[src/rtl/acc_pkg.sv]
// Shared definitions for the matrix-multiply accelerator controller.
//   - Byte offsets of the four registers in the register window.
//   - Bit positions inside CTRL and STATUS.
//   - FSM state encoding used by acc_ctrl.
package acc_pkg;

  localparam logic [7:0] ACC_CTRL_OFFS   = 8'h00;
  localparam logic [7:0] ACC_STATUS_OFFS = 8'h04;
  localparam logic [7:0] ACC_CYCLES_OFFS = 8'h08;
  localparam logic [7:0] ACC_TLIMIT_OFFS = 8'h0C;

  // CTRL bits
  localparam int unsigned CTRL_START_BIT  = 0;
  localparam int unsigned CTRL_IRQ_EN_BIT = 1;
  localparam int unsigned CTRL_ABORT_BIT  = 2;

  // STATUS bits
  localparam int unsigned STAT_BUSY_BIT    = 0;
  localparam int unsigned STAT_DONE_BIT    = 1;
  localparam int unsigned STAT_TIMEOUT_BIT = 2;

  typedef enum logic [1:0] {
    IDLE  = 2'd0,
    RUN   = 2'd1,
    DRAIN = 2'd2
  } acc_state_e;

endpackage

[src/rtl/acc_ctrl_regs.sv]
// Register file of the accelerator controller.
//   Decodes the req/gnt/rvalid register bus, stores IRQ_EN, DONE, TIMEOUT and
//   TLIMIT, and returns read data one cycle after each granted access.
// Ports
//   clk, rst_n        clock, asynchronous active-low reset
//   reg_*_i / reg_*_o register bus (gnt is combinational, rvalid/rdata registered)
//   busy_i            FSM is in RUN or DRAIN
//   cycles_i          current CYCLES counter value
//   set_done_i        FSM strobe: run finished with acc_done
//   set_timeout_i     FSM strobe: run stopped by timeout or abort
//   clr_status_i      FSM strobe: a START was accepted, clear DONE/TIMEOUT
//   start_o / abort_o single-cycle pulses from CTRL writes
//   tlimit_o          current TLIMIT value
//   irq_o             IRQ_EN & (DONE | TIMEOUT)
module acc_ctrl_regs
  import acc_pkg::*;
#(
  parameter int CNT_W  = 32,
  parameter int ADDR_W = 4
) (
  input  logic              clk,
  input  logic              rst_n,
  input  logic              reg_req_i,
  input  logic              reg_we_i,
  input  logic [ADDR_W-1:0] reg_addr_i,
  input  logic [31:0]       reg_wdata_i,
  output logic              reg_gnt_o,
  output logic              reg_rvalid_o,
  output logic [31:0]       reg_rdata_o,
  input  logic              busy_i,
  input  logic [CNT_W-1:0]  cycles_i,
  input  logic              set_done_i,
  input  logic              set_timeout_i,
  input  logic              clr_status_i,
  output logic              start_o,
  output logic              abort_o,
  output logic [CNT_W-1:0]  tlimit_o,
  output logic              irq_o
);

  logic              irq_en_q, irq_en_d;
  logic              done_q, done_d;
  logic              timeout_q, timeout_d;
  logic [CNT_W-1:0]  tlimit_q, tlimit_d;
  logic              rvalid_q;
  logic [31:0]       rdata_q, rdata_d;

  logic [ADDR_W-1:0] addr_word;
  logic              sel_ctrl, sel_status, sel_cycles, sel_tlimit;
  logic              wr, rd;
  logic              unused_addr_bits;

  // Byte-lane bits carry no meaning; the upper bits must match exactly so
  // anything beyond 0xC in a wider window is unmapped.
  assign addr_word        = {reg_addr_i[ADDR_W-1:2], 2'b00};
  assign unused_addr_bits = ^reg_addr_i[1:0];

  assign sel_ctrl   = (addr_word == ADDR_W'(ACC_CTRL_OFFS));
  assign sel_status = (addr_word == ADDR_W'(ACC_STATUS_OFFS));
  assign sel_cycles = (addr_word == ADDR_W'(ACC_CYCLES_OFFS));
  assign sel_tlimit = (addr_word == ADDR_W'(ACC_TLIMIT_OFFS));

  assign wr = reg_req_i & reg_we_i;
  assign rd = reg_req_i & ~reg_we_i;

  // Always ready: every request is granted in the cycle it is presented.
  assign reg_gnt_o = reg_req_i;

  assign start_o = wr & sel_ctrl & reg_wdata_i[CTRL_START_BIT];
  assign abort_o = wr & sel_ctrl & reg_wdata_i[CTRL_ABORT_BIT];

  always_comb begin
    irq_en_d  = irq_en_q;
    done_d    = done_q;
    timeout_d = timeout_q;
    tlimit_d  = tlimit_q;

    if (wr && sel_ctrl) begin
      irq_en_d = reg_wdata_i[CTRL_IRQ_EN_BIT];
    end
    if (wr && sel_tlimit) begin
      tlimit_d = reg_wdata_i[CNT_W-1:0];
    end

    // Hardware set beats both the start-clear and a software W1C.
    if (set_done_i) begin
      done_d = 1'b1;
    end else if (clr_status_i || (wr && sel_status && reg_wdata_i[STAT_DONE_BIT])) begin
      done_d = 1'b0;
    end

    if (set_timeout_i) begin
      timeout_d = 1'b1;
    end else if (clr_status_i || (wr && sel_status && reg_wdata_i[STAT_TIMEOUT_BIT])) begin
      timeout_d = 1'b0;
    end
  end

  // Read data reflects register contents at the cycle the request is granted.
  always_comb begin
    rdata_d = '0;
    if (rd) begin
      if (sel_ctrl) begin
        rdata_d[CTRL_IRQ_EN_BIT] = irq_en_q;
      end else if (sel_status) begin
        rdata_d[STAT_BUSY_BIT]    = busy_i;
        rdata_d[STAT_DONE_BIT]    = done_q;
        rdata_d[STAT_TIMEOUT_BIT] = timeout_q;
      end else if (sel_cycles) begin
        rdata_d = 32'(cycles_i);
      end else if (sel_tlimit) begin
        rdata_d = 32'(tlimit_q);
      end
    end
  end

  always_ff @(posedge clk or negedge rst_n) begin
    if (!rst_n) begin
      irq_en_q  <= 1'b0;
      done_q    <= 1'b0;
      timeout_q <= 1'b0;
      tlimit_q  <= '0;
      rvalid_q  <= 1'b0;
      rdata_q   <= '0;
    end else begin
      irq_en_q  <= irq_en_d;
      done_q    <= done_d;
      timeout_q <= timeout_d;
      tlimit_q  <= tlimit_d;
      rvalid_q  <= reg_req_i;
      rdata_q   <= rdata_d;
    end
  end

  assign reg_rvalid_o = rvalid_q;
  assign reg_rdata_o  = rdata_q;
  assign tlimit_o     = tlimit_q;
  assign irq_o        = irq_en_q & (done_q | timeout_q);

endmodule

[src/rtl/acc_ctrl.sv]
// Sequencer for the matrix-multiply accelerator.
//   Holds acc_start_o high while a run is in progress, counts run cycles,
//   stops on acc_done_i, timeout or ABORT, and waits for the accelerator to
//   release acc_done_i before accepting the next START.
// Handshake: the register bus is req/gnt/rvalid. gnt equals req (always
//   ready); every granted access (read or write) returns exactly one rvalid
//   pulse one cycle later, with rdata = read value for reads and 0 otherwise.
// Ports
//   clk, rst_n              clock, asynchronous active-low reset
//   reg_req_i .. reg_rdata_o register bus
//   acc_start_o             registered start level to the accelerator
//   acc_done_i              done level from the accelerator
//   irq_o                   level interrupt
module acc_ctrl
  import acc_pkg::*;
#(
  parameter int CNT_W  = 32,
  parameter int ADDR_W = 4
) (
  input  logic              clk,
  input  logic              rst_n,
  input  logic              reg_req_i,
  input  logic              reg_we_i,
  input  logic [ADDR_W-1:0] reg_addr_i,
  input  logic [31:0]       reg_wdata_i,
  output logic              reg_gnt_o,
  output logic              reg_rvalid_o,
  output logic [31:0]       reg_rdata_o,
  output logic              acc_start_o,
  input  logic              acc_done_i,
  output logic              irq_o
);

  acc_state_e        state_q;
  logic [CNT_W-1:0]  cycles_q;
  logic              acc_start_q;

  logic              start_pulse, abort_pulse;
  logic [CNT_W-1:0]  tlimit;
  logic              busy;
  logic              accept_start;
  logic              tmo_hit;
  logic              set_done, set_timeout;
  logic [CNT_W-1:0]  cycles_inc;

  acc_ctrl_regs #(
    .CNT_W  (CNT_W),
    .ADDR_W (ADDR_W)
  ) u_regs (
    .clk           (clk),
    .rst_n         (rst_n),
    .reg_req_i     (reg_req_i),
    .reg_we_i      (reg_we_i),
    .reg_addr_i    (reg_addr_i),
    .reg_wdata_i   (reg_wdata_i),
    .reg_gnt_o     (reg_gnt_o),
    .reg_rvalid_o  (reg_rvalid_o),
    .reg_rdata_o   (reg_rdata_o),
    .busy_i        (busy),
    .cycles_i      (cycles_q),
    .set_done_i    (set_done),
    .set_timeout_i (set_timeout),
    .clr_status_i  (accept_start),
    .start_o       (start_pulse),
    .abort_o       (abort_pulse),
    .tlimit_o      (tlimit),
    .irq_o         (irq_o)
  );

  assign busy = (state_q != IDLE);

  // A START while the accelerator still holds done would restart it before
  // it has been released, so it is dropped.
  assign accept_start = (state_q == IDLE) && start_pulse && !acc_done_i;

  // Timeout fires in the last allowed RUN cycle so that CYCLES ends at TLIMIT.
  assign tmo_hit = (tlimit != '0) && (cycles_q == tlimit - CNT_W'(1));

  // Done takes priority over timeout/abort in the same cycle.
  assign set_done    = (state_q == RUN) && acc_done_i;
  assign set_timeout = (state_q == RUN) && !acc_done_i && (abort_pulse || tmo_hit);

  assign cycles_inc = (cycles_q == '1) ? cycles_q : cycles_q + CNT_W'(1);

  always_ff @(posedge clk or negedge rst_n) begin
    if (!rst_n) begin
      state_q     <= IDLE;
      cycles_q    <= '0;
      acc_start_q <= 1'b0;
    end else begin
      case (state_q)
        IDLE: begin
          if (accept_start) begin
            state_q     <= RUN;
            cycles_q    <= '0;
            acc_start_q <= 1'b1;
          end
        end
        RUN: begin
          cycles_q <= cycles_inc;
          if (set_done || set_timeout) begin
            state_q     <= DRAIN;
            acc_start_q <= 1'b0;
          end
        end
        DRAIN: begin
          if (!acc_done_i) begin
            state_q <= IDLE;
          end
        end
        default: begin
          state_q     <= IDLE;
          acc_start_q <= 1'b0;
        end
      endcase
    end
  end

  assign acc_start_o = acc_start_q;

endmodule

[config.mk]
export PLATFORM = sky130hd
export DESIGN_NAME = acc_ctrl
export DESIGN_NICKNAME = d
export VERILOG_FILES = /design/src/rtl/acc_pkg.sv /design/src/rtl/acc_ctrl_regs.sv /design/src/rtl/acc_ctrl.sv
export SDC_FILE = /design/constraint.sdc
export NUM_CORES = 1
export LEC_CHECK = 0
export CAP_MARGIN = 20
export CORE_MARGIN = 2
export CORE_UTILIZATION = 39
export CTS_CLUSTER_SIZE = 14
export DETAILED_ROUTE_END_ITERATION = 7
export GPL_ROUTABILITY_DRIVEN = 0
export SLEW_MARGIN = 20
export SYNTH_ARGS = -nofsm -noshare
export SYNTH_HDL_FRONTEND = slang
export SYNTH_HIERARCHICAL = 1
export SYNTH_SLANG_ARGS = --single-unit
[constraint.sdc]
create_clock -name clk -period 5.6 [get_ports clk]
set_clock_uncertainty 0.15 [all_clocks]
set_input_delay 1.12 -clock clk [delete_from_list [all_inputs] [get_ports clk]]
set_output_delay 1.12 -clock clk [all_outputs]
set_load 0.02 [all_outputs]
After elaboration in Yosys (flattened, before gate mapping)
Index checks and enable logic that the tools add are counted.
{"block": "totals", "regBits": 103, "inputBits": 41, "out_inout_bits": 36, "wordCells": 79}
{"block": "classes", "addsub": 2, "eq_ne": 11, "muxes": 22, "n_bitwise": 9, "reduce_logical": 26}
{"cell": "$mux 32", "n": 5}
{"cell": "$pmux 32 s2", "n": 1}
{"cell": "$add 32x1->32 const B", "n": 1}
{"cell": "$eq 32x32->1", "n": 1}
{"cell": "$eq 32x32->1 const B", "n": 1}
{"cell": "$reduce_bool 32->1", "n": 1}
{"cell": "$sub 32x1->32 const B", "n": 1}
{"cell": "$mux 30", "n": 1}
{"cell": "$mux 29", "n": 1}
{"cell": "$logic_and 1x1->1", "n": 11}
{"cell": "$reduce_and 3->1", "n": 3}
{"cell": "$mux 1", "n": 8}
{"cell": "$reduce_bool 2->1", "n": 4}
{"cell": "$and 1x1->1", "n": 6}
{"cell": "$eq 2x2->1 const B", "n": 3}
{"cell": "$mux 2", "n": 3}
{"cell": "$pmux 2 s3", "n": 1}
{"cell": "$eq 2x1->1 const B", "n": 2}
{"cell": "$logic_not 4->1", "n": 1}
{"cell": "$logic_or 1x1->1", "n": 4}
{"cell": "$ne 2x1->1 const B", "n": 2}
{"cell": "$ne 2x2->1 const B", "n": 2}
{"cell": "$mux 3", "n": 1}
{"cell": "$pmux 1 s3", "n": 1}
{"cell": "4 further kinds", "n": 5}

Depth between registers and ports, before layout
{"block": "logic_depth", "ltp_word": 8, "ltp_mapped": 12, "mapped_depth_nobuf": 12}

Cells and area by module
The synthesis kept the hierarchy.
{"module": "acc_ctrl", "n_inst": 1, "cells_per_inst": 367, "area_per_inst_um2": 2979.1, "seq_area_each_um2": 875.8}
{"module": "acc_ctrl_regs", "n_inst": 1, "cells_per_inst": 193, "area_per_inst_um2": 2869.0, "seq_area_each_um2": 1701.6}

Worst setup path before layout
OpenSTA, ideal clock, no wires.
{"block": "synth_timing", "path_kind": "input to register", "start": "in reg_addr_i[3]", "end": "reg cycles_q[27]", "setup_ps": 78, "t_arrival_ps": 3263, "required_time_ps": 5372, "setup_slack_ps": 2109, "stages": 10, "n_path_buf": 1, "path_cell_list": "buf_4 > and4bb_2 > and2_1 > nand2_1 > a21oi_1 > nand4_1 > nor4b_2 > nand3_1 > or3_1 > a21oi_1"}
{"block": "synth_via", "elab_chain_cells": 7}
{"item": "start: declaration", "line": "acc_ctrl.sv:24", "text": "input logic [ADDR_W-1:0] reg_addr_i,"}
{"item": "$logic_not 4->1", "line": "acc_ctrl_regs.sv:58", "text": "assign sel_ctrl = (addr_word == ADDR_W'(ACC_CTRL_OFFS));"}
{"item": "$and 1x1->1 (2 in a row)", "line": "acc_ctrl_regs.sv:69", "text": "assign start_o = wr & sel_ctrl & reg_wdata_i[CTRL_START_BIT];"}
{"item": "net start_pulse", "line": "acc_ctrl.sv:38", "text": "logic start_pulse, abort_pulse;"}
{"item": "$logic_and 1x1->1 (2 in a row)", "line": "acc_ctrl.sv:74", "text": "assign accept_start = (state_q == IDLE) && start_pulse && !acc_done_i;"}
{"item": "$ne 2x1->1 (no source line)"}
{"item": "$reduce_and 3->1 (no source line)"}
{"item": "end signal: assignment", "line": "acc_ctrl.sv:100", "text": "cycles_q <= cycles_inc;"}
{"item": "end: declaration", "line": "acc_ctrl.sv:35", "text": "logic [CNT_W-1:0] cycles_q;"}
The timed path passes the listed nets, and every way through them passes these cells.
A chain may end at the register's enable or synchronous reset.

Final worst setup path
Same ends and word-level chain as after synthesis.

==> summary.txt <==
Min path
  • Hold Crit Depth: 1
  • Min-Delay Endpoint: cycles_q[0]
  • Hold_sp: state_q[1]
  • Hold Crit Class: reg2reg

Worst setup path
  • Crit-path cells: clkdlybuf4s50_1, and4bb_2, and2_1, nand2_1, a21oi_1, nand4_1, nor4b_2, nand3_1, or3_1, a21oi_1
  • R2R Path End: u_regs/timeout_q
  • R2R Path Start: u_regs/tlimit_o[0]
  • Crit-path max FO: 9
  • Kind of critical path: in2reg
  • Worst path max stage delay: 0.66 ns
  • Slowest CP cell: nor4b_2
  • R2R Setup Slk: 1.86 ns
  • Worst Setup End Kind: flop
  • CP dominant cell by count: a21oi_1
  • CP startpoint kind: primary input
  • Reg2Reg Depth: 12
  • Data required, critical path: 5.73 ns
  • Worst EP arrival: 4.34 ns

Pwr
  • Switching Power: 0.588 mW
  • Pint: 1.48 mW
  • Comb power frac: 20.5%
  • Lkg Pwr: 3.07 nW
  • Clk pwr share: 33.9%
  • VDD IR max: 0.153 mV
  • Sw Ratio: 28.4%
  • P per Cell Area: 293 mW/mm2
  • Seq pwr share: 45.6%

Global route
  • Largest net degree at the start of global routing: 62
  • Initial antenna violation count: 0
  • GR Overflow Total: 0
  • Vias in the first global route: 4,541
  • Global-route wire length before repair: 23,000 um
  • Total track usage: 18.0%

Placement
  • Dpl cell area: 0.00672 mm2
  • DP HPWL: 9700 um
  • Port Buf Inserts: 74

Timing
  • Final-report hold violation count: 0
  • Final Slew Violations: 0
  • RSZ-0062 raised after global routing: false
  • Final min period: 4.20 ns
  • Fmax: 0.238 GHz
  • Worst hold slack: 0.395 ns
  • Worst Tran Pin Value: 0.922 ns
  • Setup TNS: 0 ns
  • Slew HR: 38.4%
  • Endpoints failing setup: 0
  • Crit share post-route: 75.1%

Logic synthesis
  • Post-synth EDFFs: 0
  • Dominant synthesized flop cell: dfrtp_1
  • Gate Count Post-Synth: 560
  • Mean Syn Cell Area: 10.4 um2
  • Number of synthesized register bits: 103
  • Synth top area cells: dfrtp_1 44%, mux2_4 7.7%, mux2i_1 5.6%, xor2_1 4.8%, nor2_1 4.6%
  • Area leader, netlist: dfrtp_1
  • Register area share after synthesis: 44.1%
  • Synth top area share: 44.1%
  • Asr flop ratio synth: 100%
  • Synthesized area: 0.00585 mm2
  • Warnings, synthesis: 6
  • Cell variety after synth: 62
  • Syn Nets: 603

CTS
  • Hold buffers post-CTS: 0
  • Total clock sinks: 103
  • Htree depth: 3
  • Clk_lat worst skew: 0.36 ns
  • PostCTS Resize Cnt: 0
  • Post-CTS Setup Bufs: 0
  • Maximum clock path buffer count: 2
  • Clock transition at path regs: 0.07 ns
  • Num CTS Buffers: 9
  • CTS tree: done
  • Root buffer cell: clkbuf_16

Detailed routing
  • Drt drc: 0
  • Wirelength per Cell: 16.9 um
  • Final WL: 13,800 um
  • Drt via density: 5.44
  • DRT antenna net count: 0
  • Vias: 4,441
  • Pre-Repair DR Iteration Count: 4
  • Iter 0 DRT Violations: 210

Layout
  • ANT cells: 0
  • Most common cell after layout, fill and taps aside: dfrtp_1
  • Final instance area: 0.00705 mm2
  • Nets: 671
  • Share of cells above drive strength 1: 10.9%
  • Most frequent cells in the layout: 103 x dfrtp_1, 72 x clkdlybuf4s50_1, 70 x nor2_1
  • P&R area growth vs syn: 20.5%

Floorplanning
  • Die width: 126 um
  • Row cnt: 44
  • Io pins: 77
  • Core Area: 0.0146 mm2
  • DIE HEIGHT: 126 um
  • Starting Density: 40.1%
  • Die Area: 0.0160 mm2

Job
  • Max cap viols: 0

Status
  • Status: finished clean
-- cells by family after synthesis --
logic type               synth area share, %
AND/OR/NAND/NOR                         21.8
AO/OA/AOI/OAI                           7.60
multiplexers                            14.3
flip-flops                              44.1
buffers and inverters                   2.70
XOR/XNOR                                9.14
adder cells (fa/ha/maj)                0.428
-- synthesized netlist by cell type (all sizes together), types with 4 or more instances --
library cell    n
dfrtp         103
nor2           71
mux2           33
mux2i          33
xor2           32
xnor2          29
nand2          24
nor3           22
nand3          21
a21oi          17
nand4          14
and3           12
nor4           12
buf            11
clkbuf         10
inv             9
nor2b           8
o21ai           8
or3             8
or4             8
and2            7
o31ai           6
and4            5
nand2b          4
nand3b          4
nor3b           4
-- flip-flops by register name (all words and copies together), names as in the netlist, 2 cells and up --
| name | flops |
|---|---|
| cycles_q | 32 |
| u_regs/reg_rdata_o | 32 |
| u_regs/tlimit_o | 32 |
| state_q | 2 |
-- how the worst max path moves through the flow --
stage                       start           end  slack, ns  depth (start not counted)
finish              reg_addr_i[3]  cycles_q[27]       1.40                         10
global route        reg_addr_i[3]  cycles_q[27]       1.08                         10
CTS                 reg_addr_i[3]  cycles_q[27]       1.39                         10
detailed placement  reg_addr_i[3]  cycles_q[27]       1.03                         10
global placement    reg_addr_i[3]  cycles_q[27]       1.09                         10
floorplan           reg_addr_i[3]  cycles_q[27]       2.11                         10
-- power by group through the flow --
| stage | combinational (mW) | sequential, mW | clock [mW] |
|---|---|---|---|
| finish | 0.424 | 0.943 | 0.700 |
| global route | 0.467 | 0.958 | 0.742 |
| CTS | 0.426 | 0.943 | 0.719 |
| detailed placement | 0.423 | 0.956 | 0 |
| global placement | 0.417 | 0.952 | 0 |
| floorplan | 0.308 | 0.918 | 0 |
-- routing by layer --
layer	vias up	part of all wire, %	GRT usage, %
li1	2151	-	-
met1	2183	46	23.5
met2	91	48	30.2
met3	16	4.1	3.50
met4	0	1.5	5.88
met5	-	0	0
-- per-stage QoR --
step           power [mW]  worst slack, ns  util [%]  cells
2_1_floorplan        1.23             2.11         -    560
3_3_place_gp         1.37             1.09      46.1    801
3_5_place_dp         1.38             1.03      46.1    801
4_1_cts              2.09             1.39      48.3    816
5_1_grt              2.17             1.08      48.3    816
6_report             2.07             1.40      48.3    816
-- critical path, delay by kind of cell --
kind / cells / cell delay [ns]
and+or+nand+nor: 7 / 2.15
buffers and inverters: 1 / 0.62
AOI/OAI and AO/OA: 2 / 0.44
-- final cells by class --
| type | count | area (um2) |
|---|---|---|
| Clock buffer | 11 | 233 |
| Fill cell | 1339 | 7540 |
| Clock inverter | 4 | 95.1 |
| Tap cell | 184 | 230 |
| Timing Repair Buffer | 78 | 763 |
| Multi-Input combinational cell | 427 | 3120 |
| Inverter | 9 | 33.8 |
| Sequential cell | 103 | 2580 |
Power figures use the tool's default switching activity.
